[config.mk]
export PLATFORM = sky130hd
export DESIGN_NAME = mm_seq_ctrl
export DESIGN_NICKNAME = d
export VERILOG_FILES = /design/src/rtl/mm_pkg.sv /design/src/rtl/mm_seq_rd_pipe.sv /design/src/rtl/mm_seq_ctrl.sv
export SDC_FILE = /design/constraint.sdc
export NUM_CORES = 1
export LEC_CHECK = 0
export ABC_CLOCK_PERIOD_IN_PS = 3500
export CORE_UTILIZATION = 45
export CTS_CLUSTER_SIZE = 14
export DETAILED_ROUTE_END_ITERATION = 10
export PLACE_DENSITY = 0.72
export SYNTH_ARGS = -nofsm -noshare
export SYNTH_HDL_FRONTEND = slang
export SYNTH_SLANG_ARGS = --single-unit
[constraint.sdc]
create_clock -name clk -period 3.5 [get_ports clk]
set_input_delay 0.35 -clock clk [delete_from_list [all_inputs] [get_ports clk]]
set_output_delay 0.35 -clock clk [all_outputs]
set_load 0.005 [all_outputs]
[src/rtl/mm_pkg.sv]
// Shared types and constants for the mm sequencer: FSM encoding, error codes,
// and the configuration legality check.
package mm_pkg;

  typedef enum logic [3:0] {
    StIdle,
    StClear,
    StLoadAct,
    StLoadW,
    StGap,
    StRun,
    StWaitDone,
    StDone,
    StError
  } seq_state_e;

  localparam logic [1:0] ERR_NONE = 2'd0;
  localparam logic [1:0] ERR_CFG  = 2'd1;
  localparam logic [1:0] ERR_OVF  = 2'd2;
  localparam logic [1:0] ERR_TMO  = 2'd3;

  localparam int unsigned MAX_PREC = 8;

  // Illegal operands take priority over FIFO capacity.
  function automatic logic [1:0] cfg_check(input int unsigned k, input int unsigned p,
                                            input int unsigned kp, input int unsigned max_prec,
                                            input int unsigned depth);
    if (k == 0 || p == 0 || p > max_prec) return ERR_CFG;
    if (k > depth || kp > depth) return ERR_OVF;
    return ERR_NONE;
  endfunction

endpackage

[src/rtl/mm_seq_rd_pipe.sv]
// One-cycle register stage turning a buffer read strobe and its data into an
// mm FIFO write strobe and data.
module mm_seq_rd_pipe #(
  parameter int unsigned W = 8
) (
  input  logic         clk,
  input  logic         rst,
  input  logic         rd_en,
  input  logic [W-1:0] rd_data,
  output logic         wr_en,
  output logic [W-1:0] wr_data
);

  always_ff @(posedge clk or posedge rst) begin
    if (rst) begin
      wr_en   <= 1'b0;
      wr_data <= '0;
    end else begin
      wr_en <= rd_en;
      if (rd_en) wr_data <= rd_data;
    end
  end

endmodule

[src/rtl/mm_seq_ctrl.sv]
// Job sequencer for the mm wrapper: clear, load activations and bit-serial
// weights, run the array, then wait for mm_done with a timeout.
module mm_seq_ctrl
  import mm_pkg::*;
#(
  parameter int unsigned ACT_WIDTH  = 16,
  parameter int unsigned N          = 2,
  parameter int unsigned FIFO_DEPTH = 16,
  parameter int unsigned KW         = 8,
  parameter int unsigned MAX_PREC   = mm_pkg::MAX_PREC,
  parameter int unsigned GAP        = 2,
  parameter int unsigned TIMEOUT    = 1024
) (
  input  logic                   clk,
  input  logic                   rst,
  input  logic                   start,
  input  logic [KW-1:0]          k_len,
  input  logic [3:0]             precision,
  input  logic [4:0]             exp_cfg,
  output logic                   busy,
  output logic                   done,
  output logic                   error,
  output logic [1:0]             err_code,
  output logic                   act_rd_en,
  output logic [KW-1:0]          act_rd_addr,
  input  logic [N*ACT_WIDTH-1:0] act_rd_data,
  output logic                   w_rd_en,
  output logic [KW+3:0]          w_rd_addr,
  input  logic [N-1:0]           w_rd_data,
  output logic                   mm_rst,
  output logic                   mm_wr_en_act,
  output logic [N*ACT_WIDTH-1:0] mm_act_din,
  output logic                   mm_wr_en_w,
  output logic [N-1:0]           mm_w_din,
  output logic                   mm_active,
  output logic [3:0]             mm_precision,
  output logic [4:0]             mm_exp_set,
  input  logic                   mm_done
);

  localparam int unsigned KPW = KW + 4;
  localparam int unsigned TW  = $clog2(TIMEOUT + 1);

  seq_state_e     state_q, state_d;
  logic [KW-1:0]  k_len_q;
  logic [KPW-1:0] kp_q, kp_in, cnt_q;
  logic [TW-1:0]  tmo_q;
  logic [1:0]     err_code_q, cfg_err;
  logic [3:0]     prec_q;
  logic [4:0]     exp_q;
  logic           mm_done_q, done_edge;

  assign kp_in     = KPW'(k_len) * KPW'(precision);
  assign cfg_err   = cfg_check(32'(k_len), 32'(precision), 32'(kp_in), MAX_PREC, FIFO_DEPTH);
  assign done_edge = mm_done & ~mm_done_q;

  always_ff @(posedge clk or posedge rst) begin
    if (rst) state_q <= StIdle;
    else     state_q <= state_d;
  end

  // Each load state has one trailing cycle with no read so the final write
  // drains before the next phase begins.
  always_comb begin
    state_d = state_q;
    case (state_q)
      StIdle:     if (start) state_d = (cfg_err == ERR_NONE) ? StClear : StError;
      StClear:    state_d = StLoadAct;
      StLoadAct:  if (cnt_q == KPW'(k_len_q)) state_d = StLoadW;
      StLoadW:    if (cnt_q == kp_q) state_d = StGap;
      StGap:      if (cnt_q == KPW'(GAP - 1)) state_d = StRun;
      StRun:      if (cnt_q == kp_q - 1'b1) state_d = StWaitDone;
      StWaitDone: begin
        if (done_edge) state_d = StDone;
        else if (tmo_q == TW'(TIMEOUT - 1)) state_d = StError;
      end
      StDone, StError: state_d = StIdle;
      default:    state_d = StIdle;
    endcase
  end

  always_ff @(posedge clk or posedge rst) begin
    if (rst) begin
      k_len_q    <= '0;
      kp_q       <= '0;
      cnt_q      <= '0;
      tmo_q      <= '0;
      err_code_q <= ERR_NONE;
      prec_q     <= '0;
      exp_q      <= '0;
      mm_done_q  <= 1'b0;
    end else begin
      mm_done_q <= mm_done;
      cnt_q     <= (state_d != state_q) ? '0 : cnt_q + 1'b1;
      // Counts from 1 so the timeout lands TIMEOUT cycles after the last run cycle.
      tmo_q     <= (state_q == StWaitDone) ? tmo_q + 1'b1 : TW'(1);
      if (state_q == StIdle && start) begin
        k_len_q    <= k_len;
        kp_q       <= kp_in;
        prec_q     <= precision;
        exp_q      <= exp_cfg;
        err_code_q <= cfg_err;
      end else if (state_q == StWaitDone && state_d == StError) begin
        err_code_q <= ERR_TMO;
      end
    end
  end

  always_comb begin
    busy      = 1'b0;
    done      = 1'b0;
    error     = 1'b0;
    act_rd_en = 1'b0;
    w_rd_en   = 1'b0;
    mm_active = 1'b0;
    case (state_q)
      StClear, StGap, StWaitDone: busy = 1'b1;
      StLoadAct: begin
        busy      = 1'b1;
        act_rd_en = (cnt_q < KPW'(k_len_q));
      end
      StLoadW: begin
        busy    = 1'b1;
        w_rd_en = (cnt_q < kp_q);
      end
      StRun: begin
        busy      = 1'b1;
        mm_active = 1'b1;
      end
      StDone:  done  = 1'b1;
      StError: error = 1'b1;
      default: ;
    endcase
    mm_rst      = ~rst & (state_q != StClear);
    act_rd_addr = act_rd_en ? cnt_q[KW-1:0] : '0;
    w_rd_addr   = w_rd_en ? cnt_q : '0;
  end

  assign err_code     = err_code_q;
  assign mm_precision = prec_q;
  assign mm_exp_set   = exp_q;

  mm_seq_rd_pipe #(
    .W(N * ACT_WIDTH)
  ) u_act_pipe (
    .clk    (clk),
    .rst    (rst),
    .rd_en  (act_rd_en),
    .rd_data(act_rd_data),
    .wr_en  (mm_wr_en_act),
    .wr_data(mm_act_din)
  );

  mm_seq_rd_pipe #(
    .W(N)
  ) u_w_pipe (
    .clk    (clk),
    .rst    (rst),
    .rd_en  (w_rd_en),
    .rd_data(w_rd_data),
    .wr_en  (mm_wr_en_w),
    .wr_data(mm_w_din)
  );

endmodule
## Word level (Yosys, flattened, before mapping)

Cells that the tools add are included.

- Add/subtract/negate cells: 3
- Multipliers: 1
- $lt $le $gt $ge: 5
- Equality and inequality tests: 16
- Multiplexer cells: 28
- Bitwise gates (word level): 4
- Reductions and logical operators: 11

Operator list:

| kind | count |
|---|---|
| 4-bit two-way mux | 8 |
| 4-bit one-hot mux with 7 select lines | 1 |
| 12-bit equality test | 2 |
| 12-bit two-way mux | 2 |
| 4-bit by 3-bit equality test with 1-bit output (second input constant) | 4 |
| 12-bit by 1-bit adder with 12-bit output (second input constant) | 1 |
| 12-bit by 1-bit equality test with 1-bit output (second input constant) | 1 |
| 12-bit by 8-bit equality test with 1-bit output | 1 |
| 12-bit by 5-bit greater-than comparator with 1-bit output (second input constant) | 1 |
| 12-bit less-than comparator | 1 |
| 12-bit by 8-bit less-than comparator with 1-bit output | 1 |
| 8-bit by 4-bit multiplier with 12-bit output | 1 |
| 2-bit two-way mux | 6 |
| 12-bit by 1-bit subtractor with 12-bit output (second input constant) | 1 |
| 11-bit by 1-bit adder with 11-bit output (second input constant) | 1 |
| 11-bit by 10-bit equality test with 1-bit output (second input constant) | 1 |
| 11-bit two-way mux | 1 |
| 1-bit two-way mux | 9 |
| 4-bit by 2-bit equality test with 1-bit output (second input constant) | 2 |
| 4-bit equality test (second input constant) | 2 |
| 8-bit by 5-bit greater-than comparator with 1-bit output (second input constant) | 1 |
| 4-bit logical NOT | 2 |
| 8-bit logical NOT | 1 |
| 8-bit two-way mux | 1 |
| 11 further kinds | 16 |

- Bits in registers: 95
- Word-level logic and storage cells: 81

## Depth between registers and ports, before layout

- Depth in word-level cells: 15
- Depth in mapped cells: 15
- Gate-level depth less buffers: 13

## Modules after synthesis

A second synthesis with hierarchy kept.

- Cell total of the unflattened synthesis: 630
- Area total of the unflattened synthesis: 6203.4 um2

By module, submodules not included:

| module | instances | cells each | area each (um2) | sequential area each (um2) |
|---|---|---|---|---|
| mm_seq_ctrl | 1 | 554 | 4728.3 | 1476.4 |
| mm_seq_rd_pipe (u_act_pipe) | 1 | 70 | 1373.8 | 825.8 |
| mm_seq_rd_pipe (u_w_pipe) | 1 | 6 | 101.3 | 75.1 |

## Worst setup path after synthesis

OpenSTA, ideal clock, no wires.

- Path kind: input to register
- Start: in precision[3]
- End: reg cnt_q[1]
- Library setup time: 129 ps
- Arrival: 4279 ps
- Slack: -908 ps
- Stages: 15
- Cells stage by stage: clkbuf_1 -> and2_1 -> fa_1 -> inv_1 -> fa_1 -> inv_1 -> ha_1 -> and2_4 -> a221o_1 -> or3_1 -> a22oi_1 -> or4b_4 -> nor3_1 -> buf_4 -> nor4_1

- Word-level cells in the longest chain between the ends: 13

Ends and longest elaborated chain:

| element | RTL line | text |
|---|---|---|
| from (decl) | mm_seq_ctrl.sv:18 | `input logic [3:0] precision,` |
| 8-bit by 4-bit multiplier with 12-bit output | mm_seq_ctrl.sv:53 | `assign kp_in = KPW'(k_len) * KPW'(precision);` |
| 12-bit by 5-bit greater-than comparator with 1-bit output | mm_pkg.sv:29 | `if (k > depth \|\| kp > depth) return ERR_OVF;` |
| 1-bit logical OR | mm_pkg.sv:29 |  |
| 1-bit two-way mux (2 in a row) | mm_pkg.sv:29 |  |
| 2-bit two-way mux | mm_pkg.sv:30 | `return ERR_NONE;` |
| 2-bit two-way mux (*) | mm_pkg.sv:29 |  |
| 2-bit logical NOT (*) | mm_seq_ctrl.sv:67 | `StIdle: if (start) state_d = (cfg_err == ERR_NONE) ? StClear : StError;` |
| 4-bit two-way mux (*) (2 in a row) | mm_seq_ctrl.sv:67 |  |
| 4-bit one-hot mux with 7 select lines (*) | mm_seq_ctrl.sv:66 | `case (state_q)` |
| 4-bit inequality test (*) | mm_seq_ctrl.sv:94 | `cnt_q <= (state_d != state_q) ? '0 : cnt_q + 1'b1;` |
| 12-bit two-way mux (*) | mm_seq_ctrl.sv:94 |  |
| to (signal assigned) | mm_seq_ctrl.sv:94 |  |
| to (decl) | mm_seq_ctrl.sv:46 | `logic [KPW-1:0] kp_q, kp_in, cnt_q;` |

Every way passes the cells marked *; elsewhere a longest branch is shown, timed or not. The select of a mux whose other input is x is not followed.
A chain may end at the register's enable or synchronous reset.

## Worst setup path in the final report

- Start: in k_len[6]
- End: reg cnt_q[0]

- Word-level cells in the longest chain between the ends: 13

Ends and longest elaborated chain:

| element | RTL line | text |
|---|---|---|
| from (decl) | mm_seq_ctrl.sv:17 | `input logic [KW-1:0] k_len,` |
| 8-bit by 4-bit multiplier with 12-bit output | mm_seq_ctrl.sv:53 |  |
| 12-bit by 5-bit greater-than comparator with 1-bit output | mm_pkg.sv:29 |  |
| 1-bit logical OR | mm_pkg.sv:29 |  |
| 1-bit two-way mux (2 in a row) | mm_pkg.sv:29 |  |
| 2-bit two-way mux | mm_pkg.sv:30 |  |
| 2-bit two-way mux (*) | mm_pkg.sv:29 |  |
| 2-bit logical NOT (*) | mm_seq_ctrl.sv:67 |  |
| 4-bit two-way mux (*) (2 in a row) | mm_seq_ctrl.sv:67 |  |
| 4-bit one-hot mux with 7 select lines (*) | mm_seq_ctrl.sv:66 |  |
| 4-bit inequality test (*) | mm_seq_ctrl.sv:94 |  |
| 12-bit two-way mux (*) | mm_seq_ctrl.sv:94 |  |

Marks and branches as above.

==> flow_summary.ini <==
[detailed_routing]
antenna_left = 0
drc = 0
vias = 5665
drt_iter0_markers = 309
viasPerCell = 5.532
drt_wl_total_mm = 17.60
wl_per_cell_um = 17.19
drtPass1Iterations = 5

[run]
cap_violations = 0

[clock_tree]
cts_made_buffers = 9
clock-root-buffer = clkbuf_16
ctsHoldBuffers = 0
clk_pin_slew_ns = 0.07
tritoncts = built
clkSinkCount = 95
cts_max_path_buffers = 2
clock_latency_ns = 0.35
cts_max_level = 3

[power_and_ir_drop]
p_per_area_nw_per_um2 = 389.8
power.leakage_uw = 0.003876
ir_drop_uv = 350.9
fin_total_pwr_uw = 3425

[logic_synthesis]
synth-simple-area-share_pct = 24.06
synth_area_leaders = dfrtp_1 38%, ha_1 8.0%, mux2_2 6.5%
seq_area_frac_synth_pct = 38.07
synth_compound_area_share_pct = 9.858
synth_adder_area_share_pct = 11.86
ys_ff_latch = 95
async_reset_ff_share_pct = 100.0
synthMuxAreaShare_pct = 6.652
synth_top_family_by_area = simple AND/OR/NAND/NOR gates
syn_inst = 665
yosys-top-cells-count = 95 x dfrtp_1, 86 x nand2_1, 44 x inv_1
synth_top_area_share_pct = 38.07
synth_warnings = 0
synth_most_common_cell = dfrtp_1
syn_area_sq_um = 6245
synth_edf_count = 0
syn_avg_cell_area_sq_um = 9.391
synthFlopType = dfrtp_1
synth_cell_types = 60
synth_area_leader_cell = dfrtp_1
synth_xor_area_share_pct = 4.488
syn_nets = 772

[layout]
drive_gt1_share_pct = 22.64
nets = 950
nFillCells = 1090
n_antenna_cell = 0
syn2layout_area_growth_pct = 40.69

[floorplan]
start_util_pct = 46.60
die_w_um = 119.8
dieArea_sq_um = 14350
core-area_sq_um = 13400
ios = 129
row_count = 42
die_h_um = 119.8

[min_path]
hold_class = primary input to register
hold_end = k_len_q[4]
min-delay-start = k_len[4]
min_path_cells = 4

[status]
status = finished, violations left
violations = setup timing

[setup_path]
critPathMaxStageDelay_ns = 0.54
crit_fanout = 7
end_kind = register
crit_cells = 16
rrSetupSlack_ns = 0.67
cp_num_buf_inv = 5
cp_slowest_cell = or4b_4
critPathKind = primary input to register
reg2reg_to = u_act_pipe.wr_data[24]
startpoint_type = primary input
cp.required_ns = 3.73
rr_worst_depth = 11
path_cells = clkdlybuf4s50_1, and2_1, fa_1, inv_1, fa_1, inv_1, ha_2, a21oi_2, o21ai_0, nor2_1, a221oi_4, or4b_4, buf_6, nor3_4, buf_6, nor4_2
reg2reg_from = cnt_q[1]
arrival_ns = 4.11
critPathTopFamily = adder cells

[timing]
fin_setup_tns_ns = -5.042
rsz0062_at_grt = yes
layout_setup_ws_ns = -0.3774
worst_pin_slew_ns = 0.8381
finalClockSkew_ns = 0.004996
fin_crit_sh_pct = 110.8
max_freq_mhz = 257.9
final-setup-viol-count = 15
drv_slew = 0
holdWs_ns = 0.3538
relSlewSlack_pct = 43.97
finalCriticalPeriod_ns = 3.877
hold_viol = 0

[global_route]
track_usage_pct = 25.54
grt_pass1_wl_mm = 29.11
gr-total-overflow = 0
grt_antenna_before_repair = 0
grt_max_degree = 67
grt_pass1_vias = 5851

[placed_design]
dp_hpwl_mm = 12.98
port_buffers = 128
finalWeightedCongestion = 0.8771
dp_slack_ns = -1.191
==> worst max-delay path by stage <==
stage	from	to	slack, ns
final	k_len[6]	cnt_q[0]	-0.38
after detailed placement	precision[3]	cnt_q[9]	-1.19
after floorplan	precision[1]	cnt_q[10]	-0.49
after global placement	precision[3]	cnt_q[9]	-1.06
after CTS	k_len[4]	cnt_q[11]	-0.38
after global routing	k_len[6]	cnt_q[4]	-0.50
==> state kept, by name, indices dropped and copies added, names as in the netlist <==
| signal | flops |
|---|---|
| cnt_q | 12 |
| err_code | 2 |
| k_len_q | 8 |
| kp_q | 12 |
| mm_done_q | 1 |
| mm_exp_set | 5 |
| mm_precision | 4 |
| state_q | 4 |
| tmo_q | 11 |
| u_act_pipe.wr_data | 32 |
| u_act_pipe.wr_en | 1 |
| u_w_pipe.wr_data | 2 |
| u_w_pipe.wr_en | 1 |
==> routing by layer <==
layer / global-route usage (%) / vias up / share of wire (%)
met5: 0 / - / 0
met1: 33.62 / 2747 / 43
li1: - / 2687 / -
met3: 3.802 / 33 / 5.3
met2: 42.81 / 198 / 49
met4: 8.828 / 0 / 2.2
==> power breakdown <==
| part | switching (uW) | internal, uW | leakage [uW] |
|---|---|---|---|
| registers | 101 | 1190 | 0.00125 |
| clock network | 462 | 497 | 0.000139 |
| logic | 582 | 595 | 0.00248 |
| total | 1150 | 2280 | 0.00388 |
==> worst min-delay path, delay by kind of cell <==
family | cells | cell delay (ns)
buffers and inverters | 2 | 0.20
AOI/OAI and AO/OA | 1 | 0.06
and+or+nand+nor | 1 | 0.05
==> placed cells by master (no fill, tap or decap), types with 8 or more instances in the layout <==
cell	Yosys	final
a21oi_1	19	18
and2_1	28	24
and3_1	10	8
buf_4	1	68
clkbuf_16	0	9
clkdlybuf4s50_1	0	117
dfrtp_1	95	95
fa_1	12	11
ha_1	40	36
inv_1	44	39
mux2_2	36	36
nand2_1	86	84
nand2b_1	8	8
nand3_1	14	14
nand4_1	11	11
nor2_1	31	29
nor3_1	21	20
nor3b_1	14	12
o21ai_0	31	29
xnor2_1	19	19
xor2_1	13	13
==> logic make-up (layout without fill, tap and decap cells) <==
kind of cell,Yosys count,in the layout
AND/OR/NAND/NOR,274,274
adder cells (fa/ha/maj),52,52
buffers and inverters,80,263
flip-flops,95,95
AO/OA/AOI/OAI,95,95
multiplexers,37,37
XOR/XNOR,32,32
==> through the flow <==
| step | cells | util [%] | area, sq um |
|---|---|---|---|
| 2_1_floorplan | 665 | - | 6305 |
| 3_3_place_gp | 995 | 60.76 | 8142 |
| 3_5_place_dp | 995 | 60.76 | 8142 |
| 4_1_cts | 1021 | 64.56 | 8651 |
| 5_1_grt | 1024 | 65.56 | 8786 |
| 6_report | 1024 | 65.56 | 8786 |
==> timing repair <==
action | in CTS | in global routing
cloned | 2 | 0
pin swaps | 13 | 15
buffers inserted | 8 | 5
endpoints found under the setup margin | 32 | 37
resized for setup | 62 | 35
hold endpoints to repair | 0 | 0
==> final cells by class <==
cell class | instances | area (sq um) | share of cell area, %
multi-input combinational | 490 | 3837 | 43.68
timing repair buffer | 203 | 1896 | 21.58
inverter | 44 | 167.7 | 1.908
sequential | 95 | 2377 | 27.06
clock inverter | 7 | 62.56 | 0.7120
clock buffer | 9 | 225.2 | 2.563
tap | 176 | 220.2 | 2.506
(Power assumes the default switching activity.)
==> patch: new RTL, same flow settings <==
Re-encode `seq_state_e` (9 states) as one-hot, 9 bits wide.
--- a/src/rtl/mm_pkg.sv
+++ b/src/rtl/mm_pkg.sv
@@ -2,16 +2,16 @@
 // and the configuration legality check.
 package mm_pkg;
 
-  typedef enum logic [3:0] {
-    StIdle,
-    StClear,
-    StLoadAct,
-    StLoadW,
-    StGap,
-    StRun,
-    StWaitDone,
-    StDone,
-    StError
+  typedef enum logic [8:0] {
+    StIdle     = 9'b000000001,
+    StClear    = 9'b000000010,
+    StLoadAct  = 9'b000000100,
+    StLoadW    = 9'b000001000,
+    StGap      = 9'b000010000,
+    StRun      = 9'b000100000,
+    StWaitDone = 9'b001000000,
+    StDone     = 9'b010000000,
+    StError    = 9'b100000000
   } seq_state_e;
 
   localparam logic [1:0] ERR_NONE = 2'd0;
Check against the original RTL: same outputs for any inputs over 10 cycles, from zero or initial values and one cycle with rst high; not proved beyond that.
==> patch against the original RTL <==
  * Synthesized area down 1.1%
  * Die area decreased by 1.1%
  * Clock power grew 6%
  * Largest cell class unchanged
  * Total power is 18% higher
  * Setup slack better by 0.51 ns
  * Via count decreased by 10%
  * Sequential power up 17%
  * Sequential cell count up 5
  * Global-route usage decreased by 4.3 points
  * Wire length decreased by 17%
  * Synthesized cell count fell by 4.5%
  * Final area decreased by 5.1%
==> patch: results <==
export IMPL_status="finished clean"
export IMPL_r2r_slack_ns=0.49
export IMPL_drive_gt1_share_pct=16.3
export IMPL_r2r_end="cnt_q[7]"
export IMPL_r2r_start="kp_q[1]"
export IMPL_peakVddDrop_v=0.000275
export IMPL_portBuffers=128
export IMPL_gp_congestion=0.893
export IMPL_drtIter0Drc=242
export IMPL_hold_path_cell_count=4
export IMPL_nNetsFinal=901
export IMPL_reg_largest_list="u_act_pipe.wr_data: 32 flops, cnt_q: 12 flops, kp_q: 12 flops"
export IMPL_clk_insertion_delay_late_ns=0.35
export IMPL_critPathMaxFanout=6
export IMPL_placed_area_um2=7900
export IMPL_clkTransAtPathRegs_ns=0.07
export IMPL_reg2reg_depth=10
export IMPL_cts_root_buf="clkbuf_16"
export IMPL_yosysSeqAreaShare_pct=40.5
export IMPL_ys_types=57
export IMPL_cts_buffers=9
export IMPL_fin_worst_skew_ns=0.00888
export IMPL_worstHoldStart="k_len[6]"
export IMPL_synth_common_cells="99 x dfrtp_1, 67 x nand2_1, 48 x and2_1"
export IMPL_via_per_inst=5.21
export IMPL_power_leakage_nw=3.91
export IMPL_dp_hpwl_um=11100
export IMPL_h_tree_depth=3
export IMPL_hold_path_end="k_len_q[6]"
export IMPL_grt_pass1_vias=5014
export IMPL_first_pass_iters=5
export IMPL_syn_num_nets=742
export IMPL_hold_class="primary input to register"
export IMPL_diodes=0
export IMPL_clockBufferDepth=2
export IMPL_synth_ff_type="dfrtp_1"
export IMPL_ff_latch_area_um2=2500
export IMPL_crit_arrival_ns=3.61
export IMPL_synthArstFlopShare_pct=100
export IMPL_yosysWarnings=0
export IMPL_grt_use_total_pct=21.3
export IMPL_synthTopCellsByArea="dfrtp_1 40%, ha_1 8.1%, mux2_2 6.4%"
export IMPL_fillCellCount=1078
export IMPL_antenna_found_initial=0
export IMPL_grt_pass1_wl_um=24000
export IMPL_worst_pin_slew_ns=0.712
export IMPL_route_detailed_wl_per_inst_um=15.0
export IMPL_grt_max_degree=60
export IMPL_internal_power_mw=2.65
==> patch: how the worst max path moves through the flow <==
stage,start,endpoint,depth (start not counted)
finish,precision[2],state_q[8],15
CTS,k_len[4],state_q[8],14
floorplan,precision[3],state_q[8],14
detailed placement,precision[3],state_q[8],13
global route,k_len[1],state_q[8],14
global placement,precision[3],state_q[8],13
==> patch: power by group through the flow <==
stage / sequential [mW] / combinational [mW] / clock [mW]
floorplan: 1.49 / 0.959 / 0
global placement: 1.51 / 1.42 / 0
detailed placement: 1.53 / 1.47 / 0
CTS: 1.51 / 1.52 / 1.04
global route: 1.53 / 1.72 / 1.07
finish: 1.51 / 1.53 / 1.02
==> patch: cell type report <==
cell class / count / share of cell area, %
multi-input combinational: 462 / 42.0
sequential: 100 / 30.0
clock buffer: 9 / 2.70
clock inverter: 7 / 0.975
tap: 176 / 2.64
inverter: 45 / 2.05
timing repair buffer: 176 / 19.6
==> patch: cell families (layout without fill, tap and decap cells) <==
logic type	after synthesis	after routing	share of synthesized area, %
adder cells (fa/ha/maj)	52	52	12.0
buffers and inverters	73	237	4.64
flip-flops	100	100	40.5
multiplexers	35	35	6.38
XOR/XNOR	44	44	6.24
AO/OA/AOI/OAI	80	80	8.39
AND/OR/NAND/NOR	251	251	21.8
==> patch: timing repair <==
item / CTS / global route
setup buffers: 1 / 3
cloned: 0 / 1
endpoints found under the setup margin: 4 / 20
hold buffers: 0 / 0
pin swaps: 8 / 5
gates resized for setup: 28 / 10
==> patch: metal layers <==
layer | wire [um] | global-route usage (%) | vias up
met4 | 234 | 6.65 | 0
met5 | 0 | 0 | -
li1 | - | - | 2485
met3 | 876 | 3.74 | 18
met2 | 7070 | 36.0 | 170
met1 | 6490 | 27.7 | 2410
==> patch: metrics by stage <==
stage | total power [mW] | std cells | setup slack, ns | hold slack (ns)
2_1_floorplan | 2.45 | 635 | 0.0140 | 0.381
3_3_place_gp | 2.94 | 954 | -0.564 | 0.458
3_5_place_dp | 3.00 | 954 | -0.682 | 0.463
4_1_cts | 4.07 | 971 | 0.0122 | 0.420
5_1_grt | 4.33 | 975 | -0.00155 | 0.436
6_report | 4.06 | 975 | 0.129 | 0.409
==> patch: worst max-delay path, stage by stage <==
cell and delay, ns:
clkdlybuf4s15_2 0.22, buf_4 0.15, and2_4 0.15, fa_1 0.50
inv_1 0.06, fa_1 0.52, inv_1 0.06, ha_4 0.22
and3_1 0.16, a22o_1 0.24, o41ai_2 0.24, xor2_1 0.30
nand4bb_4 0.16, nor4_2 0.17, o21ai_1 0.09
